File: src/rtl/mac_seq_pkg.sv
// Shared types and constants for the MAC operand sequencer.
// Optional overflow tracking is enabled with the MAC_SEQ_OVF_EN macro.
package mac_seq_pkg;

  // Sequencer FSM states
  typedef enum logic [2:0] {
    IDLE,
    CLEAR,
    RUN,
    DRAIN,
    CAPTURE
  } state_e;

  // MAC command encodings driven on MAC_I
  localparam logic [1:0] CMD_HOLD = 2'b00;
  localparam logic [1:0] CMD_ACC  = 2'b01;
  localparam logic [1:0] CMD_CLR  = 2'b10;

  // Full-precision product of one 2-bit operand pair (max 9)
  function automatic logic [3:0] pair_product(input logic [1:0] a, input logic [1:0] b);
    return {2'b00, a} * {2'b00, b};
  endfunction

endpackage

File: src/rtl/mac_operand_sequencer_if.sv
// Job, operand-stream and MAC-side signals of the operand sequencer.
// The ovf signal exists only when MAC_SEQ_OVF_EN is defined.
interface mac_operand_sequencer_if #(
  parameter int unsigned LEN_W = 4
);

  logic             start;
  logic [LEN_W-1:0] len;
  logic             in_valid;
  logic [1:0]       in_a;
  logic [1:0]       in_b;
  logic             in_ready;
  logic [1:0]       mac_a;
  logic [1:0]       mac_b;
  logic [1:0]       mac_i;
  logic             mac_s;
  logic [7:0]       mac_y;
  logic [7:0]       result;
  logic             done;
  logic             busy;

`ifdef MAC_SEQ_OVF_EN
  logic             ovf;

  modport master (
    output start, len, in_valid, in_a, in_b, mac_y,
    input  in_ready, mac_a, mac_b, mac_i, mac_s, result, done, busy, ovf
  );

  modport slave (
    input  start, len, in_valid, in_a, in_b, mac_y,
    output in_ready, mac_a, mac_b, mac_i, mac_s, result, done, busy, ovf
  );
`else
  modport master (
    output start, len, in_valid, in_a, in_b, mac_y,
    input  in_ready, mac_a, mac_b, mac_i, mac_s, result, done, busy
  );

  modport slave (
    input  start, len, in_valid, in_a, in_b, mac_y,
    output in_ready, mac_a, mac_b, mac_i, mac_s, result, done, busy
  );
`endif

endinterface

File: src/rtl/mac_seq_shadow_acc.sv
// Wide shadow accumulator that tracks the true dot-product sum so that
// wrap-around in the 8-bit MAC can be flagged. Used under MAC_SEQ_OVF_EN.
module mac_seq_shadow_acc
  import mac_seq_pkg::*;
#(
  parameter int unsigned LEN_W = 4
) (
  input  logic             clk,
  input  logic             rst,
  input  logic             clr,
  input  logic             acc_en,
  input  logic [1:0]       a,
  input  logic [1:0]       b,
  output logic [8+LEN_W-1:0] sum
);

  localparam int unsigned SumW = 8 + LEN_W;

  logic [SumW-1:0] sum_q;

  // Clear at job start, add each accepted pair's product
  always_ff @(posedge clk) begin
    if (rst || clr) begin
      sum_q <= '0;
    end else if (acc_en) begin
      sum_q <= sum_q + SumW'(pair_product(a, b));
    end
  end

  assign sum = sum_q;

endmodule

File: src/rtl/mac_operand_sequencer.sv
// Upstream control stage for the 2-bit MAC: accepts a job (start + len),
// streams operand pairs over valid/ready, issues clear then one accumulate
// per pair, waits for the MAC to settle, captures Y and pulses done.
// Optional overflow flag: define MAC_SEQ_OVF_EN.
module mac_operand_sequencer
  import mac_seq_pkg::*;
#(
  parameter int unsigned LEN_W = 4
) (
  input  logic                   clk,
  input  logic                   rst,
  mac_operand_sequencer_if.slave bus
);

  state_e           state_q;
  logic [LEN_W-1:0] remaining_q;
  logic             in_ready_q;
  logic [1:0]       mac_a_q;
  logic [1:0]       mac_b_q;
  logic [1:0]       mac_i_q;
  logic             mac_s_q;
  logic [7:0]       result_q;
  logic             done_q;
  logic             busy_q;

  // in_ready_q is only ever high in RUN, so this is the RUN handshake
  logic accept;
  assign accept = bus.in_valid && in_ready_q;

  // Sequencer FSM with all outputs registered alongside the state
  always_ff @(posedge clk) begin
    if (rst) begin
      state_q     <= IDLE;
      remaining_q <= '0;
      in_ready_q  <= 1'b0;
      mac_a_q     <= 2'b00;
      mac_b_q     <= 2'b00;
      mac_i_q     <= CMD_HOLD;
      mac_s_q     <= 1'b0;
      result_q    <= 8'h00;
      done_q      <= 1'b0;
      busy_q      <= 1'b0;
    end else begin
      done_q <= 1'b0;
      case (state_q)
        IDLE: begin
          if (bus.start) begin
            remaining_q <= bus.len;
            mac_i_q     <= CMD_CLR;
            mac_s_q     <= 1'b1;
            busy_q      <= 1'b1;
            state_q     <= CLEAR;
          end
        end
        CLEAR: begin
          // MAC clears on this edge; nothing can be accepted yet
          mac_i_q <= CMD_HOLD;
          if (remaining_q != '0) begin
            in_ready_q <= 1'b1;
            state_q    <= RUN;
          end else begin
            state_q <= DRAIN;
          end
        end
        RUN: begin
          if (accept) begin
            mac_a_q     <= bus.in_a;
            mac_b_q     <= bus.in_b;
            mac_i_q     <= CMD_ACC;
            remaining_q <= remaining_q - LEN_W'(1);
            if (remaining_q == LEN_W'(1)) begin
              in_ready_q <= 1'b0;
              state_q    <= DRAIN;
            end
          end else begin
            mac_i_q <= CMD_HOLD;
          end
        end
        DRAIN: begin
          // Final accumulate lands on this edge; Y is valid in CAPTURE
          mac_i_q <= CMD_HOLD;
          state_q <= CAPTURE;
        end
        CAPTURE: begin
          result_q <= bus.mac_y;
          done_q   <= 1'b1;
          mac_s_q  <= 1'b0;
          busy_q   <= 1'b0;
          state_q  <= IDLE;
        end
        default: begin
          state_q <= IDLE;
        end
      endcase
    end
  end

  assign bus.in_ready = in_ready_q;
  assign bus.mac_a    = mac_a_q;
  assign bus.mac_b    = mac_b_q;
  assign bus.mac_i    = mac_i_q;
  assign bus.mac_s    = mac_s_q;
  assign bus.result   = result_q;
  assign bus.done     = done_q;
  assign bus.busy     = busy_q;

`ifdef MAC_SEQ_OVF_EN
  localparam int unsigned SumW = 8 + LEN_W;

  logic [SumW-1:0] shadow_sum;
  logic            ovf_q;

  mac_seq_shadow_acc #(
    .LEN_W (LEN_W)
  ) u_shadow_acc (
    .clk    (clk),
    .rst    (rst),
    .clr    (state_q == CLEAR),
    .acc_en ((state_q == RUN) && accept),
    .a      (bus.in_a),
    .b      (bus.in_b),
    .sum    (shadow_sum)
  );

  // Overflow flag captured together with result and held with it
  always_ff @(posedge clk) begin
    if (rst) begin
      ovf_q <= 1'b0;
    end else if (state_q == CAPTURE) begin
      ovf_q <= (shadow_sum > SumW'(255));
    end
  end

  assign bus.ovf = ovf_q;
`endif

endmodule

File: src/flat_wrapper.sv
// flat-port wrapper written by rule: the top's interface ports become plain ports
module mac_operand_sequencer_flat import mac_seq_pkg::*;
#(
  parameter int unsigned LEN_W = 4
)
  (clk, rst, bus_start, bus_len, bus_in_valid, bus_in_a, bus_in_b, bus_mac_y, bus_in_ready, bus_mac_a, bus_mac_b, bus_mac_i, bus_mac_s, bus_result, bus_done, bus_busy);
  mac_operand_sequencer_if #(.LEN_W(LEN_W)) bus_i ();
  input  logic clk;
  input  logic rst;
  input wire logic [$bits(bus_i.start)-1:0] bus_start;
  input wire logic [$bits(bus_i.len)-1:0] bus_len;
  input wire logic [$bits(bus_i.in_valid)-1:0] bus_in_valid;
  input wire logic [$bits(bus_i.in_a)-1:0] bus_in_a;
  input wire logic [$bits(bus_i.in_b)-1:0] bus_in_b;
  input wire logic [$bits(bus_i.mac_y)-1:0] bus_mac_y;
  output wire logic [$bits(bus_i.in_ready)-1:0] bus_in_ready;
  output wire logic [$bits(bus_i.mac_a)-1:0] bus_mac_a;
  output wire logic [$bits(bus_i.mac_b)-1:0] bus_mac_b;
  output wire logic [$bits(bus_i.mac_i)-1:0] bus_mac_i;
  output wire logic [$bits(bus_i.mac_s)-1:0] bus_mac_s;
  output wire logic [$bits(bus_i.result)-1:0] bus_result;
  output wire logic [$bits(bus_i.done)-1:0] bus_done;
  output wire logic [$bits(bus_i.busy)-1:0] bus_busy;
  assign bus_i.start = bus_start;
  assign bus_i.len = bus_len;
  assign bus_i.in_valid = bus_in_valid;
  assign bus_i.in_a = bus_in_a;
  assign bus_i.in_b = bus_in_b;
  assign bus_i.mac_y = bus_mac_y;
  assign bus_in_ready = bus_i.in_ready;
  assign bus_mac_a = bus_i.mac_a;
  assign bus_mac_b = bus_i.mac_b;
  assign bus_mac_i = bus_i.mac_i;
  assign bus_mac_s = bus_i.mac_s;
  assign bus_result = bus_i.result;
  assign bus_done = bus_i.done;
  assign bus_busy = bus_i.busy;
  mac_operand_sequencer #(.LEN_W(LEN_W)) u_core (.clk(clk), .rst(rst), .bus(bus_i));
endmodule
File: config.mk
export PLATFORM = sky130hd
export DESIGN_NAME = mac_operand_sequencer_flat
export DESIGN_NICKNAME = d
export VERILOG_FILES = /design/src/rtl/mac_seq_pkg.sv /design/src/rtl/mac_operand_sequencer_if.sv /design/src/rtl/mac_seq_shadow_acc.sv /design/src/rtl/mac_operand_sequencer.sv /design/src/flat_wrapper.sv
export SDC_FILE = /design/constraint.sdc
export NUM_CORES = 1
export LEC_CHECK = 0
export ABC_CLOCK_PERIOD_IN_PS = 1700
export BUFFER_PORTS_ARGS = -buffer_cell sky130_fd_sc_hd__buf_4
export CORE_ASPECT_RATIO = 0.6
export CORE_MARGIN = 10
export CORE_UTILIZATION = 40
export CTS_BUF_LIST = sky130_fd_sc_hd__clkbuf_4 sky130_fd_sc_hd__clkbuf_8 sky130_fd_sc_hd__clkbuf_16
export CTS_CLUSTER_DIAMETER = 150
export DETAILED_ROUTE_END_ITERATION = 10
export PLACE_DENSITY = 0.71
export SLEW_MARGIN = 20
export SYNTH_ARGS = -nofsm -noshare
export SYNTH_HDL_FRONTEND = slang
export SYNTH_HIERARCHICAL = 1
export SYNTH_SLANG_ARGS = --single-unit
File: constraint.sdc
create_clock -name clk -period 1.7 [get_ports clk]
set_input_delay 0.085 -clock clk [delete_from_list [all_inputs] [get_ports clk]]
set_output_delay 0.085 -clock clk [all_outputs]
set_load 0.01 [all_outputs]
==> metrics.md, run 1 <==
| Metric | Value |
|---|---|
| Util after Layout | `57.7%` |
| Die area | `5300 µm²` |
| Post-CTS setup buffer count | `0` |
| CTS buffer count | `3` |
| Worst-skew pair later-pin latency | `0.27 ns` |
| Seq/Total Area, Yosys | `43.9%` |
| Seq pwr share | `48.2%` |
| Initial Util | `42.8%` |
| R2R Setup Slk | `0.17 ns` |
| Avg Cell Area, Syn | `8.90 µm²` |
| Distinct cells, synth | `36` |
| Outcome | `finished, final reports clean` |
| VDD IR-drop max | `0.467 mV` |
| Pwr dens | `925 nW/µm²` |
| CTS root buffer | `clkbuf_8` |
| Net Count, Synth | `146` |
| Number of max-cap violations | `0` |
| Cells after Synth | `123` |
| Cell accounting for the most synthesized area | `dfxtp_1` |
| Skew final | `0.00517 ns` |
| Clk pwr share | `23.8%` |
| Overflow after GRT | `0` |
| IO Count | `38` |
| Power share of the combinational group | `28.0%` |
| WL/cell | `15.9 µm` |
| Net switching power | `0.413 mW` |
| Worst path cell trace | `inv_2 > ha_1 > or3b_1 > o31a_1 > a2111oi_2` |
| Worst-Margin Slew | `0.370 ns` |
| Pre-CTS WS | `0.0412 ns` |
| Final Instance Area | `1480 µm²` |
| Tcrit/Tclk final | `89.8%` |
| Synth Flop Type | `dfxtp_1` |
| ANT cells | `0` |
| Core Area | `2560 µm²` |
| Area post-placement | `1430 µm²` |
| Routed Antenna Nets | `0` |
| Fin crit period | `1.53 ns` |
| Asr flop ratio synth | `0%` |
| CTS H-tree lvls | `1` |
| Worst stage delay on the critical path | `0.36 ns` |
| DP HPWL | `2400 µm` |
| Initial drt markers | `66` |
| Register area | `480 µm²` |
| CP required | `1.86 ns` |
| Slew Limit Fails | `0` |
| Global-route wire length before repair | `4840 µm` |
| Crit path max fanout | `4` |
| Fmax | `655 MHz` |
| Std-Cell Rows | `14` |
| Kind of critical path | `register to register` |
| Cell Count, Final, Fillers Out | `193` |
| Total Power | `1.37 mW` |
| Synth Warn # | `6` |
| Critical path arrival | `1.69 ns` |
| Crit end category | `register` |
| Synth area leaders | `dfxtp_1, mux2i_1, nor2_1` |
| Lkg Pwr | `0.614 nW` |
| Dpl cells | `190` |
| Clock-pin slew on the worst setup and hold paths | `0.08 ns` |
| Vias | `1054` |
| Fill cells | `232` |
| Die Wd | `87.5 µm` |
| Vias in the first global route | `1039` |
| Largest net degree at the start of global routing | `27` |
| Port bufs | `37` |
| 1st-pass router iterations | `4` |
| Seq cells post-synth | `24` |
| Slew HR | `75.1%` |
| DRC Markers | `0` |
| Multi-input logic area | `564 µm²` |
| RSZ-0062 raised after global routing | `no` |
| Fin. Hold Viols | `0` |
| # nets final | `186` |
| Share of cells above drive strength 1 | `32.9%` |
| Synth Cell Area | `1090 µm²` |
| Final WS setup | `0.174 ns` |
| CTS Hold Bufs | `0` |
| Gpl congestion | `0.814` |
| Via/cell ratio | `5.46` |
| Hold WS | `0.0535 ns` |
| EDFF count, synth | `0` |
| Setup violations, final | `0` |
| Clock buffer depth | `2` |
| Global Route Usage Sum | `11.4%` |
| Total Wirelength | `3070 µm` |
| Clock tree from TritonCTS | `yes` |
| Sink Count | `24` |
| DIE HEIGHT | `60.5 µm` |
| Worst Hold Class | `input pin to register` |
| Yosys top cell area share | `43.9%` |
| Startpoint types | `register` |
| Slowest stage cell, crit path | `dfxtp_1` |
| Post-cts gate resize count | `0` |
| Switching Share | `30.3%` |
| Area grow syn2layout | `34.7%` |
| Number of antenna violations at the first check in global routing | `0` |
| Total negative slack | `0 ns` |
| P_int | `0.952 mW` |
-- cells by family after synthesis --
| group | after synthesis | synth area share, % |
|---|---|---|
| fa+ha+maj | 3 | 3.43 |
| simple gates | 48 | 23.9 |
| buf+inv | 13 | 5.03 |
| mux | 10 | 9.14 |
| compound gates | 24 | 13.8 |
| xor+xnor | 1 | 0.800 |
| flops | 24 | 43.9 |
-- area by class of cell --
class	instances	area share [%]
repair buffers	45	22.9
well taps	32	2.71
multi-input cells	86	38.3
clock buffers	3	2.80
flip-flops and latches	24	32.6
inverters	3	0.763
-- critical path: cells and delay by family (launching register included) --
family / cells / cell delay, ns
adder cells (fa/ha/maj): 1 / 0.13
AO/OA/AOI/OAI: 2 / 0.48
flip-flops: 1 / 0.36
buffers and inverters: 1 / 0.09
AND/OR/NAND/NOR: 1 / 0.36
-- state kept, by name, summed over array words and instances, names as in the netlist --
| name | cells |
|---|---|
| u_core/bus.in_ready | 1 |
| u_core/bus.mac_a | 2 |
| u_core/state_q | 3 |
| u_core/bus.done | 1 |
| u_core/remaining_q | 4 |
| u_core/bus.busy | 1 |
| u_core/bus.result | 8 |
| u_core/bus.mac_i | 2 |
| u_core/bus.mac_b | 2 |
-- metal layers --
layer  up-vias  track usage (%)  wire length [µm]
li1        516                -                 -
met1       504             13.0              1320
met2        32             18.3              1510
met3         2             4.01               210
met4         0             6.56                36
met5         -                0                 0
-- Yosys cell counts (2+ instances only) --
cell      count
dfxtp_1      24
nor2_1       14
mux2i_1      10
o21ai_0       8
nor3_1        7
a21oi_1       6
nand3_1       6
clkbuf_1      5
ha_1          3
inv_1         3
nand2_1       3
nor2b_1       3
o22ai_1       3
a31oi_1       2
buf_1         2
buf_2         2
or3_1         2
or3b_1        2
-- placed cells by master, fill, tap and decap left out, types with 2 or more instances in the layout --
cell type	count
nand3_1	6
dfxtp_1	24
o21ai_0	8
or3_1	2
a21oi_1	6
nor2b_1	3
ha_1	3
nor3b_2	2
buf_4	45
nor3_1	7
clkbuf_8	3
mux2i_1	10
nand2_1	3
nor2_1	14
a31oi_1	2
o22ai_1	3
or3b_1	2
inv_2	2
-- power by group through the flow --
stage	Sequential, mW	Clock, mW	Combinational (mW)
2_1_floorplan	0.658	0	0.233
3_3_place_gp	0.662	0	0.372
3_5_place_dp	0.666	0	0.381
4_1_cts	0.654	0.339	0.381
5_1_grt	0.665	0.361	0.416
6_report	0.658	0.325	0.382
-- worst paths after layout --
| kind | cells past startpoint | to | start |
|---|---|---|---|
| hold reg to reg | 2 | u_core/bus.mac_b[1] | u_core/bus.mac_b[1] |
| setup / recovery | 5 | u_core/state_q[0] | u_core/remaining_q[1] |
| hold / removal | 3 | u_core/bus.result[2] | bus_mac_y[2] |
| setup reg to reg | 5 | u_core/state_q[0] | u_core/remaining_q[1] |
Note: power is estimated with default switching activity, not from simulation.
==> inputs of run 2 (changes only) <==
Settings changed: CORE_MARGIN 10 to 2, CORE_UTILIZATION 40 to 48, CTS_BUF_LIST sky130_fd_sc_hd__clkbuf_4 sky130_fd_sc_hd__clkbuf_8 sky130_fd_sc_hd__clkbuf_16 to not set, PLACE_DENSITY 0.71 to 0.82.
==> metrics.md, run 2 (same netlist as run 1, synthesis figures left out) <==
| Metric | Value |
|---|---|
| Multi-input logic area | `559 µm² (was 564 µm²)` |
| Pre-CTS WS | `0.0329 ns (was 0.0412 ns)` |
| Global Route Usage Sum | `19.9% (was 11.4%)` |
| Critical path origin | `u_core/state_q[1] (was u_core/remaining_q[1])` |
| Number of max-cap violations | `0 (unchanged)` |
| Lkg Pwr | `0.605 nW (was 0.614 nW)` |
| Initial drt markers | `44 (was 66)` |
| Startpoint types | `register (unchanged)` |
| Clock-pin slew on the worst setup and hold paths | `0.08 ns (about the same)` |
| CP required | `1.89 ns (was 1.86 ns)` |
| Critical path arrival | `1.73 ns (was 1.69 ns)` |
| Clock buffer depth | `2 (unchanged)` |
| Number of antenna violations at the first check in global routing | `0 (unchanged)` |
| WL/cell | `13.6 µm (was 15.9 µm)` |
| Total Wirelength | `2580 µm (was 3070 µm)` |
| DRC Markers | `0 (unchanged)` |
| ANT cells | `0 (unchanged)` |
| Slew HR | `77.2% (was 75.1%)` |
| Sink Count | `24 (unchanged)` |
| Crit end category | `register (unchanged)` |
| Most frequent cells in the layout | `buf_4, dfxtp_1, nor2_1, mux2i_1, o21ai_0 (unchanged)` |
| DIE HEIGHT | `41.0 µm (was 60.5 µm)` |
| Capturing point of the worst reg2reg path | `u_core/remaining_q[2] (was u_core/state_q[0])` |
| Worst Min Path Start | `bus_mac_y[2] (unchanged)` |
| IO Count | `38 (unchanged)` |
| Pwr dens | `926 nW/µm² (was 925 nW/µm²)` |
| Worst stage delay on the critical path | `0.49 ns (was 0.36 ns)` |
| Die Wd | `65.7 µm (was 87.5 µm)` |
| Slowest stage cell, crit path | `or3b_1 (was dfxtp_1)` |
| Most common cell after layout, fill and taps aside | `buf_4 (unchanged)` |
| Max FFs per register | `8 (unchanged)` |
| R2R Setup Slk | `0.15 ns (was 0.17 ns)` |
| Largest net degree at the start of global routing | `27 (unchanged)` |
| Die area | `2690 µm² (was 5300 µm²)` |
| Outcome | `finished, final reports clean (unchanged)` |
| Overflow after GRT | `0 (unchanged)` |
| Crit-path leading delay family | `simple AND/OR/NAND/NOR gates (was compound AO/OA/AOI/OAI gates)` |
| Vias in the first global route | `845 (was 1039)` |
| Fin crit period | `1.55 ns (was 1.53 ns)` |
| Clock tree from TritonCTS | `yes (unchanged)` |
| Total negative slack | `0 ns (unchanged)` |
| Kind of critical path | `register to register (unchanged)` |
| Area grow syn2layout | `33.5% (was 34.7%)` |
| RSZ-0062 raised after global routing | `no (unchanged)` |
| Initial Util | `50.6% (was 42.8%)` |
| Fill cells | `170 (was 232)` |
| CTS Hold Bufs | `0 (unchanged)` |
| Util after Layout | `67.6% (was 57.7%)` |
| Share of cells above drive strength 1 | `32.5% (was 32.9%)` |
| Worst Hold Class | `input pin to register (unchanged)` |
| CTS H-tree lvls | `1 (unchanged)` |
| Tcrit/Tclk final | `90.9% (was 89.8%)` |
| Hold depth | `3 (unchanged)` |
| Reg2reg path depth | `3 (was 5)` |
| Port bufs | `37 (unchanged)` |
| CTS buffer count | `3 (unchanged)` |
| Worst-Margin Slew | `0.339 ns (was 0.370 ns)` |
| Crit path buffers/inverters | `0 (was 1)` |
| Core Area | `2160 µm² (was 2560 µm²)` |
| Skew final | `0.00107 ns (was 0.00517 ns)` |
| Crit path max fanout | `8 (was 4)` |
| Worst path cell trace | `or3b_1 > or3_1 > a31oi_1 (was inv_2 > ha_1 > or3b_1 > o31a_1 > a2111oi_2)` |
| Gpl congestion | `0.943 (was 0.814)` |
| # nets final | `185 (was 186)` |
| Setup violations, final | `0 (unchanged)` |
| Slew Limit Fails | `0 (unchanged)` |
| Worst Hold Path EP | `u_core/bus.result[2] (unchanged)` |
| Via/cell ratio | `5.29 (was 5.46)` |
| Vias | `1006 (was 1054)` |
| Global-route wire length before repair | `3770 µm (was 4840 µm)` |
| CTS root buffer | `clkbuf_8 (unchanged)` |
| Routed Antenna Nets | `0 (unchanged)` |
| Std-Cell Rows | `13 (was 14)` |
| Final WS setup | `0.155 ns (was 0.174 ns)` |
| Fmax | `647 MHz (was 655 MHz)` |
| VDD IR-drop max | `0.621 mV (was 0.467 mV)` |
| Fin. Hold Viols | `0 (unchanged)` |
| DP HPWL | `1960 µm (was 2400 µm)` |
| 1st-pass router iterations | `4 (unchanged)` |
| Worst-skew pair later-pin latency | `0.26 ns (was 0.27 ns)` |
| R2r startpoint | `u_core/state_q[1] (was u_core/remaining_q[1])` |
| Register area | `482 µm² (was 480 µm²)` |
-- run 2: changes by cell type in the layout (fill, tap and decap cells not counted) --
cell	delta
nor3b_1	+1
dfxtp_1	-1
nor3b_2	-1
dfxtp_2	+1
buf_4	-1
-- run 2: worst max path at each step --
| stage | endpoint | slack (ns) | cells after the start |
|---|---|---|---|
| floorplan | u_core/state_q[0] | 0.17 | 5 |
| global placement | u_core/state_q[0] | 0.14 | 5 |
| detailed placement | u_core/state_q[0] | 0.03 | 5 |
| CTS | u_core/state_q[0] | 0.02 | 5 |
| global route | u_core/remaining_q[2] | 0.06 | 3 |
| finish | u_core/remaining_q[2] | 0.15 | 3 |
-- run 2: cell type report --
class / instances / area share (%)
Timing Repair Buffer: 44 / 22.6
Tap cell: 30 / 2.57
Multi-Input combinational cell: 86 / 38.3
Sequential cell: 24 / 33.0
Clock buffer: 3 / 2.83
Inverter: 3 / 0.771
-- run 2: power breakdown --
part | switching (mW) | internal (mW) | leakage, nW
logic | 0.186 | 0.186 | 0.388
clock network | 0.164 | 0.158 | 0.0216
registers | 0.0523 | 0.607 | 0.195
total | 0.402 | 0.951 | 0.605
-- run 2: worst reg2reg max path: cells and delay by family, from the launching register on --
family,cells,cell delay [ns]
simple gates,2,0.87
flops,1,0.45
compound gates,1,0.16
-- run 2: through the flow --
| step | cell area [µm²] | total power [mW] | cells | hold slack [ns] |
|---|---|---|---|---|
| after floorplan | 1090 | 0.891 | 123 | 0.232 |
| after global placement | 1420 | 1.02 | 187 | 0.318 |
| after detailed placement | 1420 | 1.03 | 187 | 0.325 |
| after CTS | 1460 | 1.35 | 190 | 0.0574 |
| after global routing | 1460 | 1.43 | 190 | 0.0665 |
| final | 1460 | 1.35 | 190 | 0.0605 |
-- run 2: routing by layer --
metal | track usage [%] | share of wire [%]
met1 | 24.3 | 47
met2 | 34.3 | 47
met3 | 6.87 | 6.0
met4 | 5.73 | 0.39
met5 | 0 | 0
-- run 2: timing repair --
action / in CTS / in global routing
buffers inserted: 0 / 0
setup endpoints to repair: 0 / 1
gates resized for setup: 0 / 3
